===== src/rtl/morse_pkg.sv =====
// Shared Morse definitions: letter codes, symbol patterns, timing thresholds and decoder states.
// The (length, pattern) constants are also used by the encoder's signal table.
package morse_pkg;

    typedef enum logic [1:0] {IDLE, MARK, SPACE} state_t;

    typedef logic [2:0] letter_t;

    localparam letter_t LETTER_A = 3'd0;
    localparam letter_t LETTER_B = 3'd1;
    localparam letter_t LETTER_C = 3'd2;
    localparam letter_t LETTER_D = 3'd3;
    localparam letter_t LETTER_E = 3'd4;
    localparam letter_t LETTER_F = 3'd5;
    localparam letter_t LETTER_G = 3'd6;
    localparam letter_t LETTER_H = 3'd7;

    localparam int unsigned DASH_MIN_UNITS   = 3;
    localparam int unsigned LETTER_GAP_UNITS = 3;
    localparam int unsigned MAX_SYMBOLS      = 4;

    // Symbol count plus right-aligned pattern, first symbol in the highest used bit, dash = 1.
    typedef struct packed {
        logic [2:0] len;
        logic [3:0] pat;
    } code_t;

    localparam code_t CODE_A = {3'd2, 4'b0001};
    localparam code_t CODE_B = {3'd4, 4'b1000};
    localparam code_t CODE_C = {3'd4, 4'b1010};
    localparam code_t CODE_D = {3'd3, 4'b0100};
    localparam code_t CODE_E = {3'd1, 4'b0000};
    localparam code_t CODE_F = {3'd4, 4'b0010};
    localparam code_t CODE_G = {3'd3, 4'b0110};
    localparam code_t CODE_H = {3'd4, 4'b0000};

    typedef struct packed {
        logic    hit;
        letter_t code;
    } match_t;

    function automatic match_t resolve(input logic [2:0] cnt, input logic [3:0] sym);
        match_t m;
        m.hit  = 1'b1;
        m.code = LETTER_A;
        case ({cnt, sym})
            CODE_A:  m.code = LETTER_A;
            CODE_B:  m.code = LETTER_B;
            CODE_C:  m.code = LETTER_C;
            CODE_D:  m.code = LETTER_D;
            CODE_E:  m.code = LETTER_E;
            CODE_F:  m.code = LETTER_F;
            CODE_G:  m.code = LETTER_G;
            CODE_H:  m.code = LETTER_H;
            default: m.hit  = 1'b0;
        endcase
        return m;
    endfunction

endpackage


===== src/rtl/morse_unit_timer.sv =====
// Phase-restartable unit timer: parked at half a unit while held, so the first tick after
// release and every tick after it land mid-unit.
module morse_unit_timer #(
    parameter int unsigned UNIT_CYCLES = 100_000_000
) (
    input  logic CLOCK_50,
    input  logic reset,
    input  logic hold,
    output logic tick
);

    localparam logic [27:0] HALF   = 28'(UNIT_CYCLES / 2);
    localparam logic [27:0] RELOAD = 28'(UNIT_CYCLES - 1);

    logic [27:0] count_q;

    always_ff @(posedge CLOCK_50) begin
        if (reset || hold) begin
            count_q <= HALF;
        end else if (count_q == '0) begin
            count_q <= RELOAD;
        end else begin
            count_q <= count_q - 28'd1;
        end
    end

    assign tick = !hold && (count_q == '0);

endmodule


===== src/rtl/morse_decoder.sv =====
// Morse receiver for letters A..H: synchronises the raw level, samples it once per unit and
// resolves the collected symbols into a letter strobe or an error strobe.
module morse_decoder
    import morse_pkg::*;
#(
    parameter int unsigned UNIT_CYCLES = 100_000_000
) (
    input  logic       CLOCK_50,
    input  logic       reset,
    input  logic       morse_in,
    output logic [2:0] letter,
    output logic       letter_valid,
    output logic       error,
    output logic       busy
);

    logic       sync1_q;
    logic       morse_s;
    logic       tick;
    logic       hold;
    logic       is_dash;
    match_t     match;

    state_t     state_q, state_d;
    logic [3:0] sym_q, sym_d;
    logic [2:0] cnt_q, cnt_d;
    logic       ovf_q, ovf_d;
    logic [2:0] run_q, run_d;
    letter_t    letter_q, letter_d;
    logic       valid_q, valid_d;
    logic       error_q, error_d;

    always_ff @(posedge CLOCK_50) begin
        if (reset) begin
            sync1_q <= 1'b0;
            morse_s <= 1'b0;
        end else begin
            sync1_q <= morse_in;
            morse_s <= sync1_q;
        end
    end

    assign hold = (state_q == IDLE);

    morse_unit_timer #(
        .UNIT_CYCLES(UNIT_CYCLES)
    ) u_timer (
        .CLOCK_50(CLOCK_50),
        .reset   (reset),
        .hold    (hold),
        .tick    (tick)
    );

    assign is_dash = (run_q >= 3'(DASH_MIN_UNITS));
    assign match   = resolve(cnt_q, sym_q);

    always_comb begin
        state_d  = state_q;
        sym_d    = sym_q;
        cnt_d    = cnt_q;
        ovf_d    = ovf_q;
        run_d    = run_q;
        letter_d = letter_q;
        valid_d  = 1'b0;
        error_d  = 1'b0;

        unique case (state_q)
            IDLE: begin
                if (morse_s) begin
                    state_d = MARK;
                    run_d   = 3'd0;
                    sym_d   = '0;
                    cnt_d   = '0;
                    ovf_d   = 1'b0;
                end
            end
            MARK: begin
                if (tick) begin
                    if (morse_s) begin
                        if (run_q != 3'd7) begin
                            run_d = run_q + 3'd1;
                        end
                    end else begin
                        // Symbols past the fourth are dropped but poison the letter.
                        if (cnt_q < 3'(MAX_SYMBOLS)) begin
                            sym_d = {sym_q[2:0], is_dash};
                            cnt_d = cnt_q + 3'd1;
                        end else begin
                            ovf_d = 1'b1;
                        end
                        state_d = SPACE;
                        run_d   = 3'd1;
                    end
                end
            end
            SPACE: begin
                if (tick) begin
                    if (morse_s) begin
                        state_d = MARK;
                        run_d   = 3'd1;
                    end else begin
                        run_d = run_q + 3'd1;
                        if (run_d >= 3'(LETTER_GAP_UNITS)) begin
                            state_d = IDLE;
                            if (match.hit && !ovf_q) begin
                                letter_d = match.code;
                                valid_d  = 1'b1;
                            end else begin
                                error_d = 1'b1;
                            end
                        end
                    end
                end
            end
            default: state_d = IDLE;
        endcase
    end

    always_ff @(posedge CLOCK_50) begin
        if (reset) begin
            state_q  <= IDLE;
            sym_q    <= '0;
            cnt_q    <= '0;
            ovf_q    <= 1'b0;
            run_q    <= '0;
            letter_q <= LETTER_A;
            valid_q  <= 1'b0;
            error_q  <= 1'b0;
        end else begin
            state_q  <= state_d;
            sym_q    <= sym_d;
            cnt_q    <= cnt_d;
            ovf_q    <= ovf_d;
            run_q    <= run_d;
            letter_q <= letter_d;
            valid_q  <= valid_d;
            error_q  <= error_d;
        end
    end

    assign letter       = letter_q;
    assign letter_valid = valid_q;
    assign error        = error_q;
    assign busy         = (state_q != IDLE);

endmodule

===== config.mk =====
export PLATFORM = sky130hd
export DESIGN_NAME = morse_decoder
export DESIGN_NICKNAME = d
export VERILOG_FILES = /design/src/rtl/morse_pkg.sv /design/src/rtl/morse_unit_timer.sv /design/src/rtl/morse_decoder.sv
export SDC_FILE = /design/constraint.sdc
export NUM_CORES = 1
export LEC_CHECK = 0
export ABC_CLOCK_PERIOD_IN_PS = 5650
export BUFFER_PORTS_ARGS = -buffer_cell sky130_fd_sc_hd__clkbuf_2
export CORE_UTILIZATION = 60
export DETAILED_ROUTE_END_ITERATION = 8
export GPL_TIMING_DRIVEN = 0
export MAX_ROUTING_LAYER = met4
export PLACE_DENSITY = 0.83
export SLEW_MARGIN = 10
export SYNTH_ARGS = -nofsm -noshare
export SYNTH_HDL_FRONTEND = slang
export SYNTH_SLANG_ARGS = --single-unit

===== constraint.sdc =====
create_clock -name CLOCK_50 -period 5.65 [get_ports CLOCK_50]
set_clock_uncertainty 0.2 [all_clocks]
set_input_delay 0 -clock CLOCK_50 [delete_from_list [all_inputs] [get_ports CLOCK_50]]
set_output_delay 0 -clock CLOCK_50 [all_outputs]
set_load 0.05 [all_outputs]

### After elaboration in Yosys (flattened, before gate mapping)

Index checks and enable logic that the tools add are counted.

| word-level totals | value |
|---|---|
| register bits | 48 |
| bits of input ports | 3 |
| output and inout bits | 6 |
| logic and storage cells | 92 |

| cells by class | value |
|---|---|
| $add $sub $neg | 3 |
| order comparisons | 3 |
| equal/unequal tests | 19 |
| multiplexer cells | 33 |
| bitwise gates (word level) | 4 |
| reduce and logical (&&, ||, !) cells | 18 |

Operators by type and width:

| kind | number |
|---|---|
| == test 7 bit (second input constant) | 4 |
| zero test 28 bit | 1 |
| subtractor 28 x 1 -> 28 bit (second input constant) | 1 |
| 2-to-1 mux 27 bit | 1 |
| 2-to-1 mux 3 bit | 9 |
| AND reduction 5 bit | 5 |
| == test 7 x 6 -> 1 bit (second input constant) | 3 |
| case mux 3 bit (7 select lines) | 1 |
| 2-to-1 mux 4 bit | 4 |
| 2-to-1 mux 2 bit | 6 |
| != test 2 bit (second input constant) | 6 |
| != test 3 bit (second input constant) | 3 |
| case mux 3 bit (3 select lines) | 1 |
| case mux 4 bit (2 select lines) | 1 |
| OR reduction 8 bit | 1 |
| == test 7 x 5 -> 1 bit (second input constant) | 1 |
| 2-to-1 mux 1 bit | 7 |
| adder 3 x 1 -> 3 bit (second input constant) | 2 |
| greater-or-equal comparator 3 x 2 -> 1 bit (second input constant) | 2 |
| case mux 2 bit (3 select lines) | 1 |
| case mux 3 bit (2 select lines) | 1 |
| OR reduction 5 bit | 1 |
| inverter 1 bit | 4 |
| nonzero test 2 bit | 2 |
| 10 further kinds | 12 |

### Depth between registers and ports, before layout

Gate-level depths: netlist (run 1).

| logic depth | value |
|---|---|
| depth after elaboration | 6 |
| mapped depth | 9 |
| depth with buffers taken out | 7 |

### By module

Synthesis (run 1) repeated with hierarchy kept, for this count alone.

| second synthesis, totals | value |
|---|---|
| cell total of the unflattened synthesis | 300 |
| area total of the unflattened synthesis | 2660.1 um^2 |

By module, submodules not included:

| module | instances | cells each | area each (um^2) | sequential area each (um^2) |
|---|---|---|---|---|
| morse_unit_timer | 1 | 154 | 1395.1 | 560.5 |
| morse_decoder | 1 | 146 | 1265.0 | 400.4 |

### Worst setup path before layout (run 1)

Ideal clock, no wire load.

| timing path | value |
|---|---|
| kind | register to register |
| from | register u_timer.count_q[0] |
| to | register letter_q[0] (netlist: letter[0]) |
| library setup time | 132 ps |
| arrival | 2463 ps |
| data required time | 5318 ps |
| path slack | 2856 ps |
| stages on the path, launching flop included | 10 |
| buffers on the path | 2 |
| clock period less this slack | 2794 ps |
| cells stage by stage | dfxtp_1 > inv_1 > ha_1 > or4b_4 > or4b_1 > buf_2 > or3_1 > buf_2 > o41ai_2 > a21oi_1 |

| between the ends | value |
|---|---|
| longest elaborated chain between the ends | 3 |

Ends and longest elaborated chain:

| what | RTL line | text |
|---|---|---|
| from (decl) | morse_unit_timer.sv:15 | `logic [27:0] count_q;` |
| from (signal assigned) | morse_unit_timer.sv:23 | `count_q <= count_q - 28'd1;` |
| zero test 28 bit | morse_unit_timer.sv:27 | `assign tick = !hold && (count_q == '0);` |
| logical AND 1 bit | morse_unit_timer.sv:27 |  |
| AND reduction 5 bit (no line) | n/a |  |
| to (signal assigned) | morse_decoder.sv:135 | `letter_q <= letter_d;` |
| to (decl) | morse_decoder.sv:29 | `letter_t letter_q, letter_d;` |

Every way passes these cells.
A chain may end at the register's enable or synchronous reset.

### Worst setup path in the final report (run 1)

Same ends and word-level chain as after synthesis.

==> qor.txt, run 1 <==
root buffer selected by CTS = clkbuf_8
register area share after synthesis = 38.4%
async set-reset flop share out of synthesis = 0%
WP data required = 5.64 ns
Nets = 326
Max IR drop VDD = 154 µV
Vias = 2113
share of cells above drive strength 1 = 10.3%
Pwr Density = 318 nW/µm²
Initial Util = 62.5%
DP HPWL = 3590 µm
CTS Sinks = 48
CTS Buf Count = 5
Die H = 66.6 µm
Congestion Overflow GR = 0
PortBufs = 7
antenna-violating nets left = 0
Core Rows = 23
largest net degree at the start of global routing = 16
status = completed
setup_tns = 0 ns
placed cell areas = 2600 µm²
post-route cell area = 2720 µm²
# setup viols final = 0
Max transition margin = 64.5%
DRC viols = 0
Clock power frac = 25.5%
antenna violations before repair = 0
vias in the first global route = 1988
Post-synth top cells = 48 x dfxtp_1, 24 x nor2_1, 21 x nand2_1, 20 x a21oi_1, 15 x xnor2_1
number of max-cap violations = 0
P_int = 0.549 mW
Buf+Inv Stages, Crit Path = 3
Final Hold Vio Count = 0
Yosys cell types = 44
Crit. End Element = flop
P_leak = 0.945 nW
Slew Limit Fails = 0
Final GP Congestion = 0.903
# resized after CTS = 0
WL final = 5010 µm
Worst setup SP type = flop
Area growth, synth to finish = 8.61%
first-pass GRT wire length = 8450 µm
H-Tree Depth = 2
core area = 4000 µm²
Yosys warnings = 0
Max clock buf depth = 2
Top cell by count, worst path = buf_2
Tmin final = 2.96 ns
Clock Latency Late Sink = 0.31 ns
Syn Inst Count = 293
via-per-instance ratio = 5.87
top-count cell post-synth = dfxtp_1
Ports = 9
Final WS setup = 2.69 ns
initial drt markers = 108
Comb power frac = 30.5%
Crit path largest cell delay = 0.51 ns
Seq cells post-synth = 48
diode count = 0
Die Area = 4430 µm²
Sw Ratio = 36.4%
Synth area leaders = dfxtp_1 38%, ha_1 7.0%, xnor2_1 5.3%
Reg clk slew, reported paths = 0.09 ns
Seq pwr share = 44.1%
worst-margin pin slew = 0.527 ns
Mean Syn Cell Area = 8.53 µm²
part of the cycle the worst path needs = 52.4%
cell taking the most area after synthesis = dfxtp_1
Worst Path Arrival = 2.95 ns
RSZ-0062 raised after global routing = false
All-Layer GR Usage = 25.8%
top-area cell type share of the netlist area = 38.4%
fmax = 338 MHz
Wirelength per Cell = 13.9 µm
CTS tree = done
CP max FO = 8
post-synthesis cell area = 2500 µm²
cell family with most CP delay = simple AND/OR/NAND/NOR gates
syn nets = 310
Main synth FF type = dfxtp_1
Overall Power = 0.863 mW
fillers = 334
Die X = 66.6 µm
DR pass1 iterations = 4
switching power = 0.314 mW
Hold Path Class = reg2reg
type of the worst setup path = reg2reg
EDFF count, synth = 0
Slowest-stage cell, CP = or4b_1
worst path cell trace = inv_1, ha_1, or4b_4, or4b_1, buf_2, or3_1, buf_2, o41ai_2, a21oi_1
Setup WS pre-CTS = 2.70 ns
==> state kept, by name (all words and copies together), names as in the netlist <==
signal,count
error,1
morse_s,1
ovf_q,1
sym_q,4
run_q,3
state_q,2
letter_valid,1
cnt_q,3
u_timer.count_q,28
letter,3
sync1_q,1
==> power groups by stage <==
stage | Clock, mW | Sequential, mW | Combinational [mW]
after floorplan | 0 | 0.383 | 0.204
after global placement | 0 | 0.386 | 0.251
after detailed placement | 0 | 0.388 | 0.259
after CTS | 0.223 | 0.380 | 0.261
after global routing | 0.237 | 0.384 | 0.295
final | 0.220 | 0.380 | 0.263
==> final cells by class <==
cell class / instances / area, µm² / area share, %
Clock buffer: 6 / 82.6 / 3.04
Clock inverter: 2 / 15.0 / 0.553
Multi-Input combinational cell: 217 / 1420 / 52.2
Inverter: 13 / 48.8 / 1.80
Buffer: 15 / 73.8 / 2.72
Sequential cell: 48 / 961 / 35.4
Tap cell: 50 / 62.6 / 2.30
Timing Repair Buffer: 9 / 55.1 / 2.03
==> metal layers <==
| metal | share of wire [%] | GRT usage, % | vias up |
|---|---|---|---|
| met5 | 0 | - | - |
| met4 | 1.1 | 8.24 | 0 |
| met3 | 2.9 | 6.68 | 6 |
| met2 | 48 | 45.1 | 27 |
| met1 | 48 | 28.5 | 1014 |
| li1 | - | - | 1066 |
==> path summary, 6_finish.rpt <==
| check | cells after the start | startpoint | slack (ns) | endpoint |
|---|---|---|---|---|
| max reg2reg | 9 | u_timer.count_q[0]$_SDFF_PP0_ | 2.69 | letter[0]$_SDFFE_PP0P_ |
| max | 9 | u_timer.count_q[0]$_SDFF_PP0_ | 2.69 | letter[0]$_SDFFE_PP0P_ |
| min reg2reg | 1 | sync1_q$_SDFF_PP0_ | 0.25 | morse_s$_SDFF_PP0_ |
| min | 1 | sync1_q$_SDFF_PP0_ | 0.25 | morse_s$_SDFF_PP0_ |
==> repair_timing <==
action | 4_1_cts | 5_1_grt
hold buffers | 2 | 0
setup buffers | 0 | 0
hold endpoints to repair | 3 | 0
==> metrics by stage <==
stage                     utilization [%]  std cells  hold WS (ns)
final                                67.9        360         0.248
after global routing                 67.9        360         0.263
after CTS                            67.9        360         0.247
after detailed placement             64.9        350        0.0288
after global placement               64.9        350        0.0146
after floorplan                         -        293       -0.0718
==> cells by family after synthesis <==
logic type / count (synthesis) / share of synthesized area (%)
flip-flops: 48 / 38.4
multiplexers: 7 / 3.00
XOR/XNOR: 18 / 6.31
AO/OA/AOI/OAI: 49 / 12.2
buffers and inverters: 28 / 4.91
AND/OR/NAND/NOR: 129 / 28.1
adder cells (fa/ha/maj): 14 / 7.01
==> placed cells by master (no fill, tap or decap), drive strengths merged, types with 5 or more instances in the layout <==
master,n
a21oi,20
clkbuf,24
ha,14
o31ai,5
nor4,13
xnor2,15
inv,13
nor2b,6
nand2,21
or3,10
nand3,11
nand2b,8
dfxtp,48
o21ai,10
nor2,24
nor3,15
or4,5
Power figures use the tool's default switching activity.
==> inputs of run 2 (changes only) <==
--- a/config.mk
+++ b/config.mk
@@ -5,13 +5,13 @@
 export SDC_FILE = /design/constraint.sdc
 export NUM_CORES = 1
 export LEC_CHECK = 0
-export ABC_CLOCK_PERIOD_IN_PS = 5650
+export ABC_CLOCK_PERIOD_IN_PS = 2550
 export BUFFER_PORTS_ARGS = -buffer_cell sky130_fd_sc_hd__clkbuf_2
-export CORE_UTILIZATION = 60
+export CORE_UTILIZATION = 55
 export DETAILED_ROUTE_END_ITERATION = 8
 export GPL_TIMING_DRIVEN = 0
 export MAX_ROUTING_LAYER = met4
-export PLACE_DENSITY = 0.83
+export PLACE_DENSITY = 0.8
 export SLEW_MARGIN = 10
 export SYNTH_ARGS = -nofsm -noshare
 export SYNTH_HDL_FRONTEND = slang
==> constraint.sdc (replaced) <==
create_clock -name CLOCK_50 -period 2.55 [get_ports CLOCK_50]
set_clock_uncertainty 0.2 [all_clocks]
set_input_delay 0 -clock CLOCK_50 [delete_from_list [all_inputs] [get_ports CLOCK_50]]
set_output_delay 0 -clock CLOCK_50 [all_outputs]
set_load 0.05 [all_outputs]
==> qor.txt, run 2 (synthesis gave the netlist of run 1 again) <==
status = finished with violations
failing checks = setup timing
R2R setup slack = -0.08 ns
Final WS setup = -0.0848 ns
Clock Latency Late Sink = 0.30 ns
post-layout util = 68.3%
commonest non-fill, non-tap cell in the layout = dfxtp_1
P_leak = 1.06 nW
DRC viols = 0
antenna violations before repair = 0
Tmin final = 2.63 ns
Initial Util = 57.4%
Wirelength per Cell = 15.4 µm
CTS Buf Count = 5
DR pass1 iterations = 4
initial drt markers = 126
antenna-violating nets left = 0
CTS tree = done
Worst Path Arrival = 2.61 ns
Max transition margin = 60.1%
fillers = 374
Storage cell area = 965 µm²
DP HPWL = 3620 µm
number of max-cap violations = 0
Overall Power = 2.09 mW
Nets = 337
Multi-input gate area = 1570 µm²
part of the cycle the worst path needs = 103%
Core Rows = 24
Die H = 69.4 µm
WL final = 5740 µm
CTS Sinks = 48
Slew Limit Fails = 0
via-per-instance ratio = 5.89
Ports = 9
Worst setup SP type = flop
worst-margin pin slew = 0.592 ns
share of cells above drive strength 1 = 23.4%
Final GP Congestion = 0.858
# setup viols final = 12
Max IR drop VDD = 530 µV
CP max FO = 4
Finished Layout Cells = 373
diode count = 0
All-Layer GR Usage = 25.3%
Max clock buf depth = 2
Area growth, synth to finish = 19.0%
Pwr Density = 701 nW/µm²
max FFs per register = 28
Hold Path Class = in2reg
Reg clk slew, reported paths = 0.08 ns
Die Area = 4820 µm²
largest net degree at the start of global routing = 15
core area = 4350 µm²
RSZ-0062 raised after global routing = true
H-Tree Depth = 2
Die X = 69.4 µm
Crit. End Element = flop
Placed Cells = 352
most frequent cells in the layout = 45 x dfxtp_1, 19 x nor2_1, 19 x nand2_1, 15 x xnor2_1, 14 x a21oi_1
first-pass GRT wire length = 9630 µm
Vias = 2197
Congestion Overflow GR = 0
WP data required = 2.52 ns
Final Hold Vio Count = 0
most flop-heavy register = u_timer.count_q
setup_tns = -0.470 ns
PortBufs = 7
Largest regs = u_timer.count_q: 28 flops, sym_q: 4 flops
root buffer selected by CTS = clkbuf_8
vias in the first global route = 2090
type of the worst setup path = reg2reg
fmax = 380 MHz
==> run 2: area by class of cell <==
cell class / count / area share [%]
inverter: 13 / 1.64
buffer: 13 / 2.40
timing repair buffer: 22 / 5.64
sequential: 48 / 32.4
multi-input combinational: 217 / 52.6
tap: 52 / 2.19
clock inverter: 2 / 0.336
clock buffer: 6 / 2.78
==> run 2: power breakdown <==
group          internal (mW)  switching [mW]
sequential             0.798          0.0513
clock                  0.217           0.253
combinational          0.301           0.465
==> run 2: what timing repair did <==
item	in CTS	in global routing
hold buffers	2	0
cloned	0	0
setup buffers	7	6
endpoints found under the setup margin	28	31
pin swaps	7	7
gates resized for setup	15	21
hold endpoints to repair	3	0
==> run 2: worst paths after layout <==
kind,to,from,cells past startpoint
max,letter[0]$_SDFFE_PP0P_,u_timer.count_q[1]$_SDFF_PP0_,8
min,sync1_q$_SDFF_PP0_,morse_in,3
max reg2reg,letter[0]$_SDFFE_PP0P_,u_timer.count_q[1]$_SDFF_PP0_,8
min reg2reg,morse_s$_SDFF_PP0_,sync1_q$_SDFF_PP0_,1
==> run 2: worst max-delay path, cell delays in order (launching register included) <==
cell     delay (ns)
dfxtp_2        0.33
inv_2          0.06
ha_4           0.13
or4b_4         0.45
or4b_1         0.52
buf_6          0.16
or3_4          0.36
o41ai_2        0.20
a21oi_1        0.10
==> run 2: per-layer routing <==
| metal | vias to the layer above | part of all wire [%] | track usage, % |
|---|---|---|---|
| li1 | 1093 | - | - |
| met1 | 1040 | 44 | 31.2 |
| met2 | 57 | 51 | 41.6 |
| met3 | 7 | 4.1 | 4.07 |
| met4 | 0 | 1.3 | 9.30 |
| met5 | - | 0 | - |
==> run 2: per-stage QoR <==
stage	hold WS [ns]	setup WS (ns)	area [µm²]
after floorplan	-0.0718	-0.160	2530
after global routing	0.260	-0.178	2980
after global placement	0.00759	-0.277	2630
after detailed placement	0.0172	-0.286	2630
final	0.240	-0.0848	2980
after CTS	0.238	-0.144	2860
